File: config.mk
export PLATFORM = sky130hd
export DESIGN_NAME = mac_shift_add_multiplier
export DESIGN_NICKNAME = d
export VERILOG_FILES = /design/src/rtl/mac_shift_add_multiplier_pkg.sv /design/src/rtl/mac_shift_add_multiplier_adder_8_bit.sv /design/src/rtl/mac_shift_add_multiplier.sv
export SDC_FILE = /design/constraint.sdc
export NUM_CORES = 1
export LEC_CHECK = 0
export ABC_CLOCK_PERIOD_IN_PS = 4100
export CORE_ASPECT_RATIO = 0.7
export CORE_MARGIN = 4
export CORE_UTILIZATION = 52
export DETAILED_ROUTE_END_ITERATION = 6
export PLACE_DENSITY = 0.79
export SYNTH_ARGS = -nofsm -noshare
export SYNTH_HDL_FRONTEND = slang
export SYNTH_SLANG_ARGS = --single-unit
File: constraint.sdc
create_clock -name clk -period 4.1 [get_ports clk]
set_input_delay 0.615 -clock clk [delete_from_list [all_inputs] [get_ports clk]]
set_output_delay 0.615 -clock clk [all_outputs]
set_load 0.03 [all_outputs]
File: src/rtl/mac_shift_add_multiplier_pkg.sv
`default_nettype none
// ============================================================================
//  Module : mac_shift_add_multiplier_pkg
//  Brief  : Shared definitions for the MAC shift-and-add multiplier stage.
//           Holds the FSM state encoding and the default operand width,
//           which is also used by the downstream accumulate stage.
//  Rev    : 1.0  initial release
// ============================================================================
package mac_shift_add_multiplier_pkg;

  // Default operand width; the product is twice this wide.
  localparam int MUL_WIDTH_DEFAULT = 8;

  // Multiplier FSM state encoding.
  typedef enum logic [1:0] {
    MUL_IDLE = 2'd0,
    MUL_BUSY = 2'd1,
    MUL_DONE = 2'd2
  } mul_state_e;

endpackage : mac_shift_add_multiplier_pkg
`default_nettype wire

File: src/rtl/mac_shift_add_multiplier_adder_8_bit.sv
`default_nettype none
// ============================================================================
//  Module : adder_8_bit
//  Brief  : Unsigned ripple-carry adder with carry out, used for the
//           per-step partial-product add of the shift-and-add multiplier.
//  Ports  : a_i[WIDTH-1:0]   addend (running high half of the product)
//           b_i[WIDTH-1:0]   addend (gated multiplicand)
//           sum_o[WIDTH-1:0] a_i + b_i, low WIDTH bits
//           carry_o          carry out of the most significant bit
//  Rev    : 1.0  initial release
// ============================================================================
module adder_8_bit #(
  parameter int WIDTH = 8
) (
  input  logic [WIDTH-1:0] a_i,
  input  logic [WIDTH-1:0] b_i,
  output logic [WIDTH-1:0] sum_o,
  output logic             carry_o
);

  // Carry chain: w_carry[i] is the carry into bit i.
  logic [WIDTH:0] w_carry;

  assign w_carry[0] = 1'b0;

  for (genvar i = 0; i < WIDTH; i++) begin : g_bit
    assign sum_o[i]       = a_i[i] ^ b_i[i] ^ w_carry[i];
    assign w_carry[i + 1] = (a_i[i] & b_i[i]) | (w_carry[i] & (a_i[i] ^ b_i[i]));
  end

  assign carry_o = w_carry[WIDTH];

endmodule : adder_8_bit
`default_nettype wire

File: src/rtl/mac_shift_add_multiplier.sv
`default_nettype none
// ============================================================================
//  Module : mac_shift_add_multiplier
//  Brief  : Sequential unsigned WIDTH x WIDTH shift-and-add multiplier feeding
//           the MAC accumulate adder. One operand pair is accepted per
//           valid/ready handshake, one partial-product bit is processed per
//           cycle, and the 2*WIDTH-bit product is offered via valid/ready.
//           Only one multiply is in flight at a time.
//  Ports  : clk                    clock, rising edge
//           rst                    synchronous active-high reset
//           in_valid / in_ready    operand handshake
//           a[WIDTH-1:0]           multiplicand, unsigned
//           b[WIDTH-1:0]           multiplier, unsigned
//           out_valid / out_ready  product handshake
//           product[2*WIDTH-1:0]   a*b, unsigned, exact
//  Rev    : 1.0  initial release
// ============================================================================
module mac_shift_add_multiplier
  import mac_shift_add_multiplier_pkg::*;
#(
  parameter int WIDTH = MUL_WIDTH_DEFAULT
) (
  input  logic               clk,
  input  logic               rst,
  input  logic               in_valid,
  output logic               in_ready,
  input  logic [WIDTH-1:0]   a,
  input  logic [WIDTH-1:0]   b,
  output logic               out_valid,
  input  logic               out_ready,
  output logic [2*WIDTH-1:0] product
);

  localparam int              CNT_W    = $clog2(WIDTH) + 1;
  localparam logic [CNT_W-1:0] LAST_STEP = CNT_W'(WIDTH - 1);

  mul_state_e         state_q,     state_d;
  logic [WIDTH-1:0]   mcand_q,     mcand_d;
  logic [2*WIDTH-1:0] p_q,         p_d;
  logic [CNT_W-1:0]   count_q,     count_d;
  logic [2*WIDTH-1:0] product_q,   product_d;
  logic               out_valid_q, out_valid_d;

  logic [WIDTH-1:0]   w_addend;
  logic [WIDTH-1:0]   w_sum;
  logic               w_carry;
  logic [2*WIDTH-1:0] w_p_shifted;

  // Partial-product add: high half plus the multiplicand when the current
  // multiplier bit (LSB of P) is set.
  assign w_addend = p_q[0] ? mcand_q : '0;

  adder_8_bit #(
    .WIDTH (WIDTH)
  ) u_adder (
    .a_i     (p_q[2*WIDTH-1:WIDTH]),
    .b_i     (w_addend),
    .sum_o   (w_sum),
    .carry_o (w_carry)
  );

  // The carry becomes the new MSB as the whole register shifts right, so the
  // consumed multiplier bit drops out of the bottom and nothing is lost.
  assign w_p_shifted = {w_carry, w_sum, p_q[WIDTH-1:1]};

  always_comb begin
    state_d     = state_q;
    mcand_d     = mcand_q;
    p_d         = p_q;
    count_d     = count_q;
    product_d   = product_q;
    out_valid_d = out_valid_q;

    unique case (state_q)
      MUL_IDLE: begin
        if (in_valid) begin
          state_d = MUL_BUSY;
          mcand_d = a;
          p_d     = {{WIDTH{1'b0}}, b};
          count_d = '0;
        end
      end
      MUL_BUSY: begin
        p_d     = w_p_shifted;
        count_d = count_q + 1'b1;
        if (count_q == LAST_STEP) begin
          state_d     = MUL_DONE;
          product_d   = w_p_shifted;
          out_valid_d = 1'b1;
        end
      end
      MUL_DONE: begin
        // Product stays put after the drain; only out_valid falls.
        if (out_ready) begin
          state_d     = MUL_IDLE;
          out_valid_d = 1'b0;
        end
      end
      default: begin
        state_d     = MUL_IDLE;
        out_valid_d = 1'b0;
      end
    endcase
  end

  always_ff @(posedge clk) begin
    if (rst) begin
      state_q     <= MUL_IDLE;
      mcand_q     <= '0;
      p_q         <= '0;
      count_q     <= '0;
      product_q   <= '0;
      out_valid_q <= 1'b0;
    end else begin
      state_q     <= state_d;
      mcand_q     <= mcand_d;
      p_q         <= p_d;
      count_q     <= count_d;
      product_q   <= product_d;
      out_valid_q <= out_valid_d;
    end
  end

  assign in_ready  = (state_q == MUL_IDLE);
  assign out_valid = out_valid_q;
  assign product   = product_q;

endmodule : mac_shift_add_multiplier
`default_nettype wire

==> results of run 1 <==
==> worst max-delay path, stage by stage (launching register included) <==
cell,delay (ns)
dfxtp_1,0.45
and2_1,0.17
ha_1,0.13
inv_1,0.05
fa_1,0.35
inv_1,0.07
fa_1,0.15
inv_1,0.05
fa_1,0.38
fa_1,0.39
fa_1,0.39
fa_1,0.38
fa_1,0.50
nand2b_1,0.11
a21oi_1,0.06
==> logic make-up (layout without fill, tap and decap cells) <==
| kind of cell | count (synthesis) | in the layout |
|---|---|---|
| simple gates | 85 | 85 |
| compound gates | 72 | 72 |
| fa+ha+maj | 9 | 9 |
| buf+inv | 30 | 57 |
| flops | 47 | 47 |
| mux | 2 | 2 |
==> metal layers <==
metal  up-vias  share of wire, %  track usage [%]
met2        51                40             25.8
li1        885                 -                -
met5         -                 0                0
met3         7               7.5             4.28
met4         0               1.3             6.09
met1       832                51             26.9
==> registers in the layout (all words and copies together) (netlist names) <==
name and count:
count_q 4, mcand_q 8, out_valid 1, p_q 16, product 16, state_q 2
==> layout by cell type, fill, tap and decap left out, drive strengths merged <==
cell type | netlist | final
and2 | 2 | 2
clkbuf | 7 | 5
nand2b | 8 | 8
ha | 2 | 2
dfxtp | 47 | 47
or3 | 1 | 1
clkdlybuf4s50 | 0 | 37
a31oi | 1 | 1
nor3b | 1 | 1
nor2b | 1 | 1
fa | 7 | 7
o21ai | 10 | 10
buf | 13 | 2
nand4b | 1 | 1
o21bai | 1 | 1
inv | 9 | 9
clkinv | 1 | 3
nand2 | 34 | 34
nor3 | 2 | 2
nand3 | 20 | 20
a21oi | 43 | 43
o21ba | 1 | 1
clkinvlp | 0 | 1
nor2 | 13 | 13
or3b | 1 | 1
a211oi | 15 | 15
o211a | 1 | 1
and4b | 1 | 1
mux2i | 2 | 2
==> final timing paths <==
path / startpoint / to / slack, ns
max: p_q[0]$_SDFFE_PP0P_ / p_q[14]$_SDFFE_PP0P_ / 0.37
min: mcand_q[6]$_SDFFE_PP0P_ / mcand_q[6]$_SDFFE_PP0P_ / 0.47
max reg2reg: p_q[0]$_SDFFE_PP0P_ / p_q[14]$_SDFFE_PP0P_ / 0.37
min reg2reg: mcand_q[6]$_SDFFE_PP0P_ / mcand_q[6]$_SDFFE_PP0P_ / 0.47
==> through the flow <==
stage | power [W] | utilization (%) | instance area (sq um) | hold slack (ns)
floorplan | 0.000545 | - | 2130 | 0.432
global placement | 0.000570 | 62.5 | 2450 | 0.449
detailed placement | 0.000572 | 62.5 | 2450 | 0.454
finish | 0.000844 | 64.9 | 2540 | 0.466
global route | 0.000878 | 64.9 | 2540 | 0.478
CTS | 0.000851 | 64.9 | 2540 | 0.465
==> where the power goes <==
group | internal, W | leakage [nW] | switching (W)
combinational | 0.0000357 | 0.434 | 0.0000426
clock | 0.000122 | 0.0443 | 0.000161
sequential | 0.000470 | 0.382 | 0.0000131
total | 0.000628 | 0.860 | 0.000216
==> area by class of cell <==
cell class | count | share of cell area [%]
multi-input combinational | 168 | 40.2
inverter | 10 | 1.47
sequential | 47 | 37.0
timing repair buffer | 39 | 15.1
tap | 52 | 2.56
clock inverter | 3 | 0.983
clock buffer | 5 | 2.70
==> results_dict.tcl, run 1 <==
set metrics [dict create \
    period_share_pct 91.0 \
    hold_viol 0 \
    seq_area_sq_um 941 \
    dr.pass1.iters 4 \
    wire_per_inst_um 13.9 \
    cts_resized 0 \
    syn_area_sq_um 2130 \
    die_area_sq_um 5200 \
    post-cts-setup-buffers 0 \
    synth_adder_area_share_pct 7.76 \
    ys_seq_elements 47 \
    finalWirelength_mm 4.52 \
    synth_flop_cell "dfxtp_1" \
    synthCells 245 \
    muxShareOfSynthArea_pct 0.941 \
    core-area_sq_um 3920 \
    grt_setup_unrepaired "false" \
    grt_pass1_wl_mm 7.31 \
    synth-compound-area-share_pct 19.3 \
    num_antenna_cells 0 \
    maxCapViolations 0 \
    syn_area_per_cell_sq_um 8.69 \
    finalSetupViolCount 0 \
    powerDensity_nw_per_um2 332 \
    grt-ovfl-total 0 \
    worstMarginPinSlew_ns 0.837 \
    syn_to_final_growth_pct 19.6 \
    dp_hpwl_mm 3.19 \
    required_ns 4.28 \
    final_antenna_net_count 0 \
    io-pin-count 38 \
    cts_sinks 47 \
    synth_top_area_share_pct 44.2 \
    row_count 19 \
    synth_common_cells "dfxtp_1 (47), a21oi_1 (43), nand2_1 (34), nand3_1 (18), a211oi_1 (15)" \
    clock_latency_ns 0.31 \
    min_path_type "register to register" \
    grt_max_degree 48 \
    syn-num-nets 274 \
    finClkSkew_ns 0.0135 \
    cts_tree "built" \
    synthTopCellsByArea "dfxtp_1 (44%), a21oi_1 (10%), fa_1 (6.6%)" \
    maxSlewHeadroom_pct 44.1 \
    p_leak_nw 0.860 \
    clk_path_buf_depth 2 \
    cts_buffers 5 \
    drive_gt1_share_pct 5.88 \
    slew_viol_final 0 \
    port_buffers 37 \
    antenna_found_initial 0 \
    die_x_um 84.5 \
    min_path_cells 2 \
    synthArstFlopShare_pct 0 \
    clk_pin_slew_ns 0.09 \
    htree_levels 2 \
    start_kind "register" \
    dieHeight_um 61.5 \
    synth_top_family_by_area "simple AND/OR/NAND/NOR gates" \
    synthXorXnorAreaFrac_pct 0 \
    drc 0 \
    crit_path_max_fanout 9 \
    yosys_warnings 0 \
    yosysMostFrequentCell "dfxtp_1" \
    layout.nets 300 \
    status "finished, final reports clean" \
    ys_seq_area_share_pct 44.2 \
    post-place-ws_ns 0.367 \
    initial_core_util_pct 54.3 \
    grt_pass1_vias 1479 \
    cts_root_buffer "clkbuf_8" \
    gp_congestion 0.757 \
    yosys.area.top_type "dfxtp_1" \
    via_per_inst 5.48 \
    synth_cell_types 31 \
    synth-edff-count 0 \
    setup_tns_ns 0 \
    track_usage_pct 18.1 \
    cts_hold_buf 0 \
    critPathCaptureType "register" \
    dp_cells 316 \
    drtIter0Drc 213 \
    path_class "register to register" \
    via_count 1775 \
    fin_crit_ns 3.73 \
    vdd_ir_drop_max_v 0.000217 \
    fin_cells 324 \
    yosys.area_share.simple_pct 20.0 \
    clock.fmax_mhz 268 \
    worstRegToRegCells 14 \
    fillers 358 \
    multi_input_area_sq_um 1020 \
    finalWorstSetupSlack_ns 0.369 \
    cp.arrival_ns 3.91 \
]
Power figures use the tool's default switching activity.
==> inputs of run 2 (changes only) <==
--- a/config.mk
+++ b/config.mk
@@ -6,7 +6,6 @@
 export NUM_CORES = 1
 export LEC_CHECK = 0
 export ABC_CLOCK_PERIOD_IN_PS = 4100
-export CORE_ASPECT_RATIO = 0.7
 export CORE_MARGIN = 4
 export CORE_UTILIZATION = 52
 export DETAILED_ROUTE_END_ITERATION = 6
==> run 2 against run 1 <==
Routed wire length is 0.47% lower. Design area is 0.74% higher. Sequential power hardly changed. Clock power is 25% higher. Clock skew is 0.0055 ns lower. Flip-flop and latch count stayed put. Critical path type unchanged. Critical endpoint unchanged. Largest power group unchanged.
==> results_dict.tcl, run 2 (synthesis gave the netlist of run 1 again) <==
set metrics [dict create \
    status "finished, final reports clean" \
    dieHeight_um 72.0 \
    clk_pin_slew_ns 0.08 \
    finalWirelength_mm 4.49 \
    path_class "register to register" \
    dr.pass1.iters 4 \
    crit_path_max_fanout 9 \
    cts_sinks 47 \
    track_usage_pct 18.2 \
    wire_per_inst_um 14.0 \
    fin_crit_ns 3.79 \
    cp_slowest_cell "dfxtp_1" \
    vdd_ir_drop_max_v 0.000229 \
    layout.nets 300 \
    io-pin-count 38 \
    clock.fmax_mhz 264 \
    antenna_found_initial 0 \
    startpoint "p_q[0]$_SDFFE_PP0P_" \
    row_count 22 \
    die_area_sq_um 5180 \
    cts_hold_buf 0 \
    min_to "mcand_q[0]$_SDFFE_PP0P_" \
    cpPeakStageDelay_ns 0.46 \
    grt_setup_unrepaired "false" \
    grt_pass1_vias 1555 \
    start_kind "register" \
    worstMarginPinSlew_ns 0.821 \
    p_total_w 0.000915 \
    cts_buffers 5 \
    initial_core_util_pct 56.0 \
    period_share_pct 92.3 \
    min_path_type "register to register" \
    r2r_start "p_q[0]$_SDFFE_PP0P_" \
    finClkSkew_ns 0.00801 \
    crit_path_frequent_cell "fa_1" \
    finalSetupViolCount 0 \
    worstRegToRegCells 14 \
    hold_viol 0 \
    final_common_cell "dfxtp_1" \
    cts_root_buffer "clkbuf_8" \
    post-cts-setup-buffers 0 \
    final_antenna_net_count 0 \
    setup_tns_ns 0 \
    holdCritStartpoint "mcand_q[0]$_SDFFE_PP0P_" \
    critPathCaptureType "register" \
    grt_max_degree 48 \
    p_leak_nw 0.877 \
    cts_tree "built" \
    htree_levels 2 \
    core-area_sq_um 3800 \
    slew_viol_final 0 \
    drtIter0Drc 152 \
    post-place-ws_ns 0.340 \
    cts_resized 0 \
    via_per_inst 5.45 \
    dp_hpwl_mm 3.07 \
    via_count 1743 \
    cp.arrival_ns 4.01 \
    min_path_cells 2 \
    r2r-end "p_q[14]$_SDFFE_PP0P_" \
    gp_congestion 0.832 \
    final_cell_mix "dfxtp_1 (47), a21oi_1 (43), clkdlybuf4s50_1 (37)" \
    maxCapViolations 0 \
    r2r_slack_ns 0.31 \
    required_ns 4.33 \
    grt-ovfl-total 0 \
    drive_gt1_share_pct 5.88 \
    die_x_um 72.0 \
    syn_to_final_growth_pct 20.5 \
    crit_chain "and2_1 > ha_1 > inv_1 > fa_1 > inv_1 > fa_1 > inv_1 > fa_1 > fa_1 > fa_1 > fa_1 > fa_1 > nand2b_1 > a21oi_1" \
    final_core_util_pct 67.5 \
    finalWorstSetupSlack_ns 0.315 \
    drc 0 \
    powerDensity_nw_per_um2 357 \
    maxSlewHeadroom_pct 45.1 \
    clock_latency_ns 0.30 \
    num_antenna_cells 0 \
    port_buffers 37 \
    clk_path_buf_depth 2 \
    grt_pass1_wl_mm 7.43 \
]
run 2: how the worst max path moves through the flow:
stage	endpoint	slack [ns]
final	p_q[14]$_SDFFE_PP0P_	0.31
after global placement	p_q[14]$_SDFFE_PP0P_	0.43
after floorplan	p_q[14]$_SDFFE_PP0P_	0.41
after detailed placement	p_q[14]$_SDFFE_PP0P_	0.34
after CTS	p_q[14]$_SDFFE_PP0P_	0.32
after global routing	p_q[14]$_SDFFE_PP0P_	0.12
run 2: power breakdown:
| group | internal [W] | switching (W) | total [W] |
|---|---|---|---|
| sequential | 0.000470 | 0.0000135 | 0.000484 |
| combinational | 0.0000357 | 0.0000428 | 0.0000785 |
| clock | 0.000197 | 0.000155 | 0.000353 |
| total | 0.000703 | 0.000212 | 0.000915 |
run 2: final cells by class:
cell class | instances | area [sq um]
clock buffers | 6 | 82.6
inverters | 10 | 37.5
fillers | 347 | 1230
clock inverters | 2 | 35.0
flip-flops and latches | 47 | 941
repair buffers | 39 | 385
multi-input cells | 168 | 1020
well taps | 48 | 60.1
run 2: routing by layer:
layer | GRT usage (%) | up-vias | part of all wire, %
met5 | 0 | - | 0
met4 | 4.38 | 0 | 0.69
met3 | 5.96 | 4 | 6.3
met2 | 25.5 | 50 | 44
met1 | 26.9 | 802 | 49
li1 | - | 887 | -
run 2: critical path: cells and delay by family, from the launching register on:
kind	cells	cell delay, ns
flops	1	0.46
buf+inv	3	0.18
fa+ha+maj	8	2.63
simple gates	2	0.32
compound gates	1	0.12
run 2: stage by stage:
| stage | cells | hold WS, ns | instance area [sq um] |
|---|---|---|---|
| CTS | 320 | 0.457 | 2560 |
| floorplan | 245 | 0.432 | 2130 |
| global placement | 312 | 0.442 | 2450 |
| global route | 320 | 0.493 | 2560 |
| detailed placement | 312 | 0.445 | 2450 |
| finish | 320 | 0.458 | 2560 |
